==> src/rtl/sample_stream_player.sv <==
// Paced ROM sample player: fetches one sample every RATE_DIV cycles into a small FIFO,
// words leave the cycle after the push whenever audio_out_allowed is high; a full FIFO drops the new sample.

module sample_fifo #(
  parameter int W     = 8,
  parameter int DEPTH = 4
) (
  input  logic         core_clk,
  input  logic         arst_n,
  input  logic         flush,
  input  logic         push,
  input  logic         pop,
  input  logic [W-1:0] din,
  output logic [W-1:0] dout,
  output logic         full,
  output logic         not_empty
);
  localparam int PW = $clog2(DEPTH);

  logic [W-1:0]  mem [DEPTH];
  logic [PW-1:0] wr_ptr;
  logic [PW-1:0] rd_ptr;
  logic [PW:0]   count;
  logic          do_push;
  logic          do_pop;

  assign full      = (count == (PW+1)'(DEPTH));
  assign not_empty = (count != '0);
  assign dout      = mem[rd_ptr];
  // A pop in the same cycle frees the slot, so a push into a full FIFO still lands.
  assign do_push   = push && (!full || pop);
  assign do_pop    = pop && not_empty;

  always_ff @(posedge core_clk or negedge arst_n) begin
    if (!arst_n) begin
      wr_ptr <= '0;
      rd_ptr <= '0;
      count  <= '0;
      for (int i = 0; i < DEPTH; i++) mem[i] <= '0;
    end else if (flush) begin
      wr_ptr <= '0;
      rd_ptr <= '0;
      count  <= '0;
    end else begin
      if (do_push) begin
        mem[wr_ptr] <= din;
        wr_ptr      <= wr_ptr + 1'b1;
      end
      if (do_pop) rd_ptr <= rd_ptr + 1'b1;
      case ({do_push, do_pop})
        2'b10:   count <= count + 1'b1;
        2'b01:   count <= count - 1'b1;
        default: count <= count;
      endcase
    end
  end
endmodule

module sample_stream_player #(
  parameter int ADDR_W     = 20,
  parameter int SAMPLE_W   = 6,
  parameter int OUT_W      = 32,
  parameter int RATE_DIV   = 1042,
  parameter int ROM_LAT    = 1,
  parameter int FIFO_DEPTH = 4
) (
  input  logic                CLOCK_50,
  input  logic                reset_n,
  input  logic                start,
  input  logic                stop,
  input  logic                loop_mode,
  input  logic [ADDR_W-1:0]   start_addr,
  input  logic [ADDR_W-1:0]   end_addr,
  input  logic                enable,
  input  logic [2:0]          volume,
  output logic [ADDR_W-1:0]   rom_addr,
  input  logic [SAMPLE_W-1:0] rom_q,
  input  logic                audio_out_allowed,
  output logic                write_audio_out,
  output logic [OUT_W-1:0]    left_channel_audio_out,
  output logic [OUT_W-1:0]    right_channel_audio_out,
  output logic                busy,
  output logic                done,
  output logic                overflow
);
  localparam int DIV_W = (RATE_DIV > 1) ? $clog2(RATE_DIV) : 1;
  localparam logic [DIV_W-1:0] DIV_LAST = DIV_W'(RATE_DIV - 1);

  typedef enum logic [2:0] {IDLE, PACE, FETCH, WAIT, PUSH} state_t;

  state_t              state;
  logic [DIV_W-1:0]    divider;
  logic [DIV_W-1:0]    div_next;
  logic [ADDR_W-1:0]   win_start;
  logic [ADDR_W-1:0]   win_end;
  logic                loop_q;
  logic                fifo_flush;
  logic                fifo_push;
  logic                fifo_full;
  logic                fifo_not_empty;
  logic [SAMPLE_W-1:0] fifo_head;
  logic [OUT_W-1:0]    word;

  // start/stop in a PUSH cycle discard the sample being written.
  assign fifo_push  = (state == PUSH) && !start && !stop;
  assign fifo_flush = stop || (start && state != IDLE);
  assign div_next   = (divider == DIV_LAST) ? '0 : divider + 1'b1;

  sample_fifo #(
    .W     (SAMPLE_W),
    .DEPTH (FIFO_DEPTH)
  ) u_fifo (
    .core_clk  (CLOCK_50),
    .arst_n    (reset_n),
    .flush     (fifo_flush),
    .push      (fifo_push),
    .pop       (write_audio_out),
    .din       (rom_q),
    .dout      (fifo_head),
    .full      (fifo_full),
    .not_empty (fifo_not_empty)
  );

  assign write_audio_out         = fifo_not_empty && audio_out_allowed;
  assign word                    = enable ? (OUT_W'(fifo_head) << volume) : '0;
  assign left_channel_audio_out  = word;
  assign right_channel_audio_out = word;

  always_ff @(posedge CLOCK_50 or negedge reset_n) begin
    if (!reset_n) begin
      state     <= IDLE;
      divider   <= '0;
      rom_addr  <= '0;
      win_start <= '0;
      win_end   <= '0;
      loop_q    <= 1'b0;
      busy      <= 1'b0;
      done      <= 1'b0;
      overflow  <= 1'b0;
    end else begin
      done <= 1'b0;
      if (stop) begin
        state <= IDLE;
        busy  <= 1'b0;
      end else if (start) begin
        win_start <= start_addr;
        win_end   <= end_addr;
        loop_q    <= loop_mode;
        rom_addr  <= start_addr;
        divider   <= '0;
        overflow  <= 1'b0;
        if (start_addr > end_addr) begin
          state <= IDLE;
          busy  <= 1'b0;
          done  <= 1'b1;
        end else begin
          state <= PACE;
          busy  <= 1'b1;
        end
      end else begin
        // The divider free-runs while active so the fetch period stays exactly RATE_DIV.
        if (state != IDLE) divider <= div_next;
        case (state)
          IDLE: state <= IDLE;
          PACE: if (divider == DIV_LAST) state <= FETCH;
          FETCH: state <= (ROM_LAT > 1) ? WAIT : PUSH;
          WAIT: state <= PUSH;
          PUSH: begin
            if (fifo_full && !write_audio_out) overflow <= 1'b1;
            if (rom_addr != win_end) begin
              rom_addr <= rom_addr + 1'b1;
              state    <= PACE;
            end else if (loop_q) begin
              rom_addr <= win_start;
              state    <= PACE;
            end else begin
              state <= IDLE;
              busy  <= 1'b0;
              done  <= 1'b1;
            end
          end
          default: state <= IDLE;
        endcase
      end
    end
  end
endmodule

==> config.mk <==
export PLATFORM = sky130hd
export DESIGN_NAME = sample_stream_player
export DESIGN_NICKNAME = d
export VERILOG_FILES = /design/src/rtl/sample_stream_player.sv
export SDC_FILE = /design/constraint.sdc
export NUM_CORES = 1
export LEC_CHECK = 0
export CAP_MARGIN = 20
export CORE_MARGIN = 5
export CORE_UTILIZATION = 34
export DETAILED_ROUTE_END_ITERATION = 8
export PLACE_DENSITY = 0.61
export SYNTH_ARGS = -nofsm -noshare
export SYNTH_HDL_FRONTEND = slang
export SYNTH_SLANG_ARGS = --single-unit
==> constraint.sdc <==
create_clock -name CLOCK_50 -period 3.8 [get_ports CLOCK_50]
set_clock_uncertainty 0.1 [all_clocks]
set_input_delay 0.38 -clock CLOCK_50 [delete_from_list [all_inputs] [get_ports CLOCK_50]]
set_output_delay 0.38 -clock CLOCK_50 [all_outputs]
set_load 0.05 [all_outputs]
After elaboration in Yosys (flattened, before gate mapping)
Cells that the tools add are included.
- logic and storage cells: 116
- bits of input ports: 56
- register bits after elaboration: 109
- output and inout port bits: 88
- magnitude comparators: 4
- $add $sub $neg: 6
- bitwise logic cells: 4
- eq/ne operators: 12
- reductions and logical operators: 31
- shifts and indexed selects: 1
- mux-type cells: 42
- operators with widths (cell ; number):
    $mux 20 ; 4
    $mux 11 ; 3
    $mux 32 ; 1
    $shl 6x3->32 ; 1
    $bwmux 24 ; 1
    $add 20x1->20 const B ; 1
    $gt 20x20->1 ; 1
    $ne 20x20->1 ; 1
    $mux 1 ; 18
    $mux 6 ; 3
    $reduce_bool 3->1 ; 5
    $bmux 6 s2 ; 1
    $demux 6 s2 ; 1
    $mux 3 ; 4
    $add 11x1->11 const B ; 1
    $eq 11x11->1 const B ; 1
    $reduce_bool 2->1 ; 5
    $pmux 3 s3 ; 1
    $reduce_and 3->1 ; 3
    $logic_and 1x1->1 ; 8
    $mux 2 ; 4
    $eq 3x2->1 const B ; 2
    $eq 3x3->1 const B ; 2
    $ge 3x3->1 const B ; 2
    other kinds (16) ; 26

Depth between registers and ports, before layout
- depth after elaboration: 7
- gate-level depth with buffers: 10
- gate-level depth less buffers: 9

Hierarchy
A second synthesis with hierarchy kept.
- cells, all modules: 735
- area total of the unflattened synthesis: 6960.4 sq um
- modules (own cells, without submodules) (module ; cells an instance ; seq. area each (sq um) ; instances ; area each (sq um)):
    sample_stream_player ; 615 ; 1951.9 ; 1 ; 5312.6
    sample_fifo ; 120 ; 775.7 ; 1 ; 1647.8

Least setup slack after synthesis
No wires, ideal clock.
- kind: register -> output
- start: reg u_fifo.rd_ptr[0]
- end: out right_channel_audio_out[6]
- arrival time: 3000 ps
- required time: 3320 ps
- path slack: 320 ps
- path buffers: 2
- stages on the path, launching flop included: 8
- cell sequence: dfrtp_1 > buf_2 > mux4_2 > mux2i_1 > mux2_2 > and2_0 > a211oi_1 > buf_4
- word-level cells in the longest chain between the ends: 6
- RTL lines (what ; RTL line ; RTL):
    start: declaration ; 22 ; logic [PW-1:0] rd_ptr;
    start signal: assignment ; 49 ; if (do_pop) rd_ptr <= rd_ptr + 1'b1;
    $not 2->3 (implied by the code) ; 29 ; assign dout = mem[rd_ptr];
    $bmux 6 s2 ; 29 ;
    $mux 6 (implied by the code) (2 in series) ; 29 ;
    $shl 6x3->32 ; 125 ; assign word = enable ? (OUT_W'(fifo_head) << volume) : '0;
    $mux 32 ; 125 ;
    end: declaration ; 81 ; output logic [OUT_W-1:0] right_channel_audio_out,
No other way between the ends. The select of a mux whose other input is x is not followed.

Worst setup path after layout
- start: reg u_fifo.rd_ptr[0]
- end: out left_channel_audio_out[5]
- word-level cells in the longest chain between the ends: 6
- RTL lines (what ; RTL line ; RTL):
    $not 2->3 (implied by the code) ; 29 ;
    $bmux 6 s2 ; 29 ;
    $mux 6 (implied by the code) (2 in series) ; 29 ;
    $shl 6x3->32 ; 125 ;
    $mux 32 ; 125 ;
    end: declaration ; 80 ; output logic [OUT_W-1:0] left_channel_audio_out,
No other way between the ends. The select of a mux whose other input is x is not followed.

==> reports/results.ini <==
[setup_path]
startpoint = u_fifo.rd_ptr[0]
reg2reg_setup_slack_ns = 1.00
worstPathRequired_ns = 3.32
rr_endpoint = rom_addr[10]
r2r-start = rom_addr[5]
start_kind = flop
r2r_cells = 6
worstPathMaxFanout = 8
crit_arrival_ns = 3.06
cp-end-kind = primary output
path_class = reg2out

[timing]
rsz0062_at_grt = no
whs_ns = 0.3730
slew_headroom_pct = 44.82
final_max_slew_viol_count = 0
post-route-period-util_pct = 93.09
fmax_mhz = 282.7
setup_viol = 0
setup_tns_ns = 0
post-route-min-period_ns = 3.538
finalHoldViolCount = 0
tightest_slew_ns = 0.8278

[global_routing]
grt_max_degree = 64
grt_use_total_pct = 14.70
grt_pass1_wl_mm = 26.23
grt_overflow_total = 0
antenna_found_initial = 0
grt_pass1_vias = 5083

[detailed_routing]
drc = 0
via_count = 4969
vias_per_cell = 4.737
ant_nets = 0
drt_iter0_drc = 352
routedWlPerCell_um = 15.32
wirelength_mm = 16.07
first_pass_iters = 4

[floorplan]
die_y_um = 149.7
num_io_pins = 144
core_um2 = 19330
start_util_pct = 34.34
dieArea_um2 = 22420
num_rows = 51
die-width_um = 149.7

[clocking]
clk_pin_slew_ns = 0.08
cts_buffers = 9
cts_resized = 0
clock-root-buffer = clkbuf_16
h-tree-depth = 3
clock_sinks = 109
ctsHoldBuffers = 1
clk_latency_ns = 0.35
cts_buffer_depth = 2
cts_tree = done
postCtsSetupBuffers = 0

[power_and_ir_drop]
leakage_uw = 0.003771
finalPower_uw = 3168
ir_drop_uv = 259.3
p_per_area_nw_per_um2 = 395.2

[yosys]
syn_area_um2 = 6639
synthTopCellsByArea = dfrtp_1 (41%), nand2_1 (7.1%), buf_4 (5.8%)
yosys_register_bits = 109
ys_warn_count = 0
yosysUniqueCellTypes = 63
synthArstFlopShare_pct = 100.0
syn-instance-count = 699
synth_ff_type = dfrtp_1
syn-mean-instance-area_um2 = 9.498
synth_top_area_share_pct = 41.09
synth_area_leader_cell = dfrtp_1
ys_seq_area_share_pct = 41.09
synth_edf_count = 0

[place]
port_buffers = 105
gp_congestion = 0.7914
place_hpwl_mm = 12.07

[hold_path]
hold_start = win_start[8]
hold_class = reg2reg
min_path_cells = 2
min_to = win_start[8]

[layout]
syn_to_final_growth_pct = 20.75
nets = 863
final_cell_mix = nand2_1 (126), dfrtp_1 (109), clkdlybuf4s50_1 (104)
final_common_cell = nand2_1
drive_gt1_share_pct = 8.929
diodes = 0

[flow_run]
cap_violations = 0

[outcome]
status = finished clean

==> logic make-up after synthesis <==
| family | Yosys count | synth area share, % |
|---|---|---|
| multiplexers | 52 | 9.517 |
| adder cells (fa/ha/maj) | 28 | 5.390 |
| XOR/XNOR | 43 | 5.786 |
| buffers and inverters | 114 | 9.800 |
| flip-flops | 109 | 41.09 |
| AND/OR/NAND/NOR | 244 | 17.77 |
| AO/OA/AOI/OAI | 108 | 10.59 |
| other | 1 | 0.05649 |
==> cell usage after synthesis, types with 2 or more instances <==
| master | n |
|---|---|
| a211oi_1 | 2 |
| a21o_1 | 8 |
| a21oi_1 | 11 |
| a31oi_1 | 4 |
| and2_1 | 2 |
| and3_1 | 10 |
| and4_1 | 2 |
| buf_2 | 7 |
| buf_4 | 51 |
| buf_6 | 3 |
| clkbuf_1 | 19 |
| dfrtp_1 | 109 |
| ha_1 | 27 |
| inv_1 | 33 |
| mux2_2 | 29 |
| mux2i_1 | 17 |
| mux4_2 | 6 |
| nand2_1 | 126 |
| nand2b_1 | 15 |
| nand3_1 | 12 |
| nand4_1 | 9 |
| nor2_1 | 34 |
| nor2b_1 | 3 |
| nor3_1 | 11 |
| nor4_1 | 4 |
| nor4_4 | 3 |
| o211ai_1 | 16 |
| o21ai_0 | 46 |
| o22a_1 | 3 |
| o311a_1 | 2 |
| o31ai_1 | 2 |
| o32ai_1 | 2 |
| xnor2_1 | 18 |
| xor2_1 | 24 |
==> flip-flops by register name, indices dropped and copies added, names as in the netlist <==
| register | cells |
|---|---|
| u_fifo.count | 3 |
| busy | 1 |
| loop_q | 1 |
| overflow | 1 |
| u_fifo.mem | 24 |
| u_fifo.rd_ptr | 2 |
| divider | 11 |
| win_start | 20 |
| done | 1 |
| u_fifo.wr_ptr | 2 |
| win_end | 20 |
| rom_addr | 20 |
| state | 3 |
==> metrics by stage <==
stage | worst slack [ns] | instances | instance area [µm²] | utilization [%]
final | 0.2625 | 1049 | 8016 | 41.46
after global routing | 0.08607 | 1049 | 8016 | 41.46
after CTS | 0.2261 | 1049 | 8016 | 41.46
after detailed placement | 0.5263 | 1032 | 7697 | 39.81
after global placement | 0.5589 | 1032 | 7697 | 39.81
after floorplan | 0.3204 | 736 | 6778 | -
==> metal layers <==
metal	track usage, %	vias to the layer above	routed length, µm
li1	-	2460	-
met5	0	-	0
met1	19.25	2343	7198
met3	3.543	18	1176
met2	23.98	148	7418
met4	4.849	0	276
==> worst max path at each step <==
stage | to | slack [ns] | cells after the start
2_1_floorplan | right_channel_audio_out[6] | 0.32 | 7
3_3_place_gp | right_channel_audio_out[6] | 0.56 | 5
3_5_place_dp | right_channel_audio_out[6] | 0.53 | 5
4_1_cts | left_channel_audio_out[8] | 0.23 | 6
5_1_grt | left_channel_audio_out[5] | 0.09 | 6
6_report | left_channel_audio_out[5] | 0.26 | 6
==> report_power, final <==
group / switching (µW) / internal, µW / total, µW
clock network: 458 / 525 / 983
logic: 515 / 288 / 803
registers: 125 / 1260 / 1380
==> critical path, stage by stage, from the launching register on <==
cell and delay [ns]:
dfrtp_1 0.62, mux4_2 0.58, mux2_2 0.30, o21ai_0 0.27, o22a_1 0.18, nor2_1 0.05, clkdlybuf4s50_1 0.70
==> area by class of cell <==
class	instances	area (µm²)
fill	1920	11320
multi-input combinational	513	3405
sequential	109	2728
timing repair buffer	112	1116
tap	265	331.6
clock buffer	10	229.0
inverter	34	127.6
clock inverter	6	80.08
(Power assumes the default switching activity.)
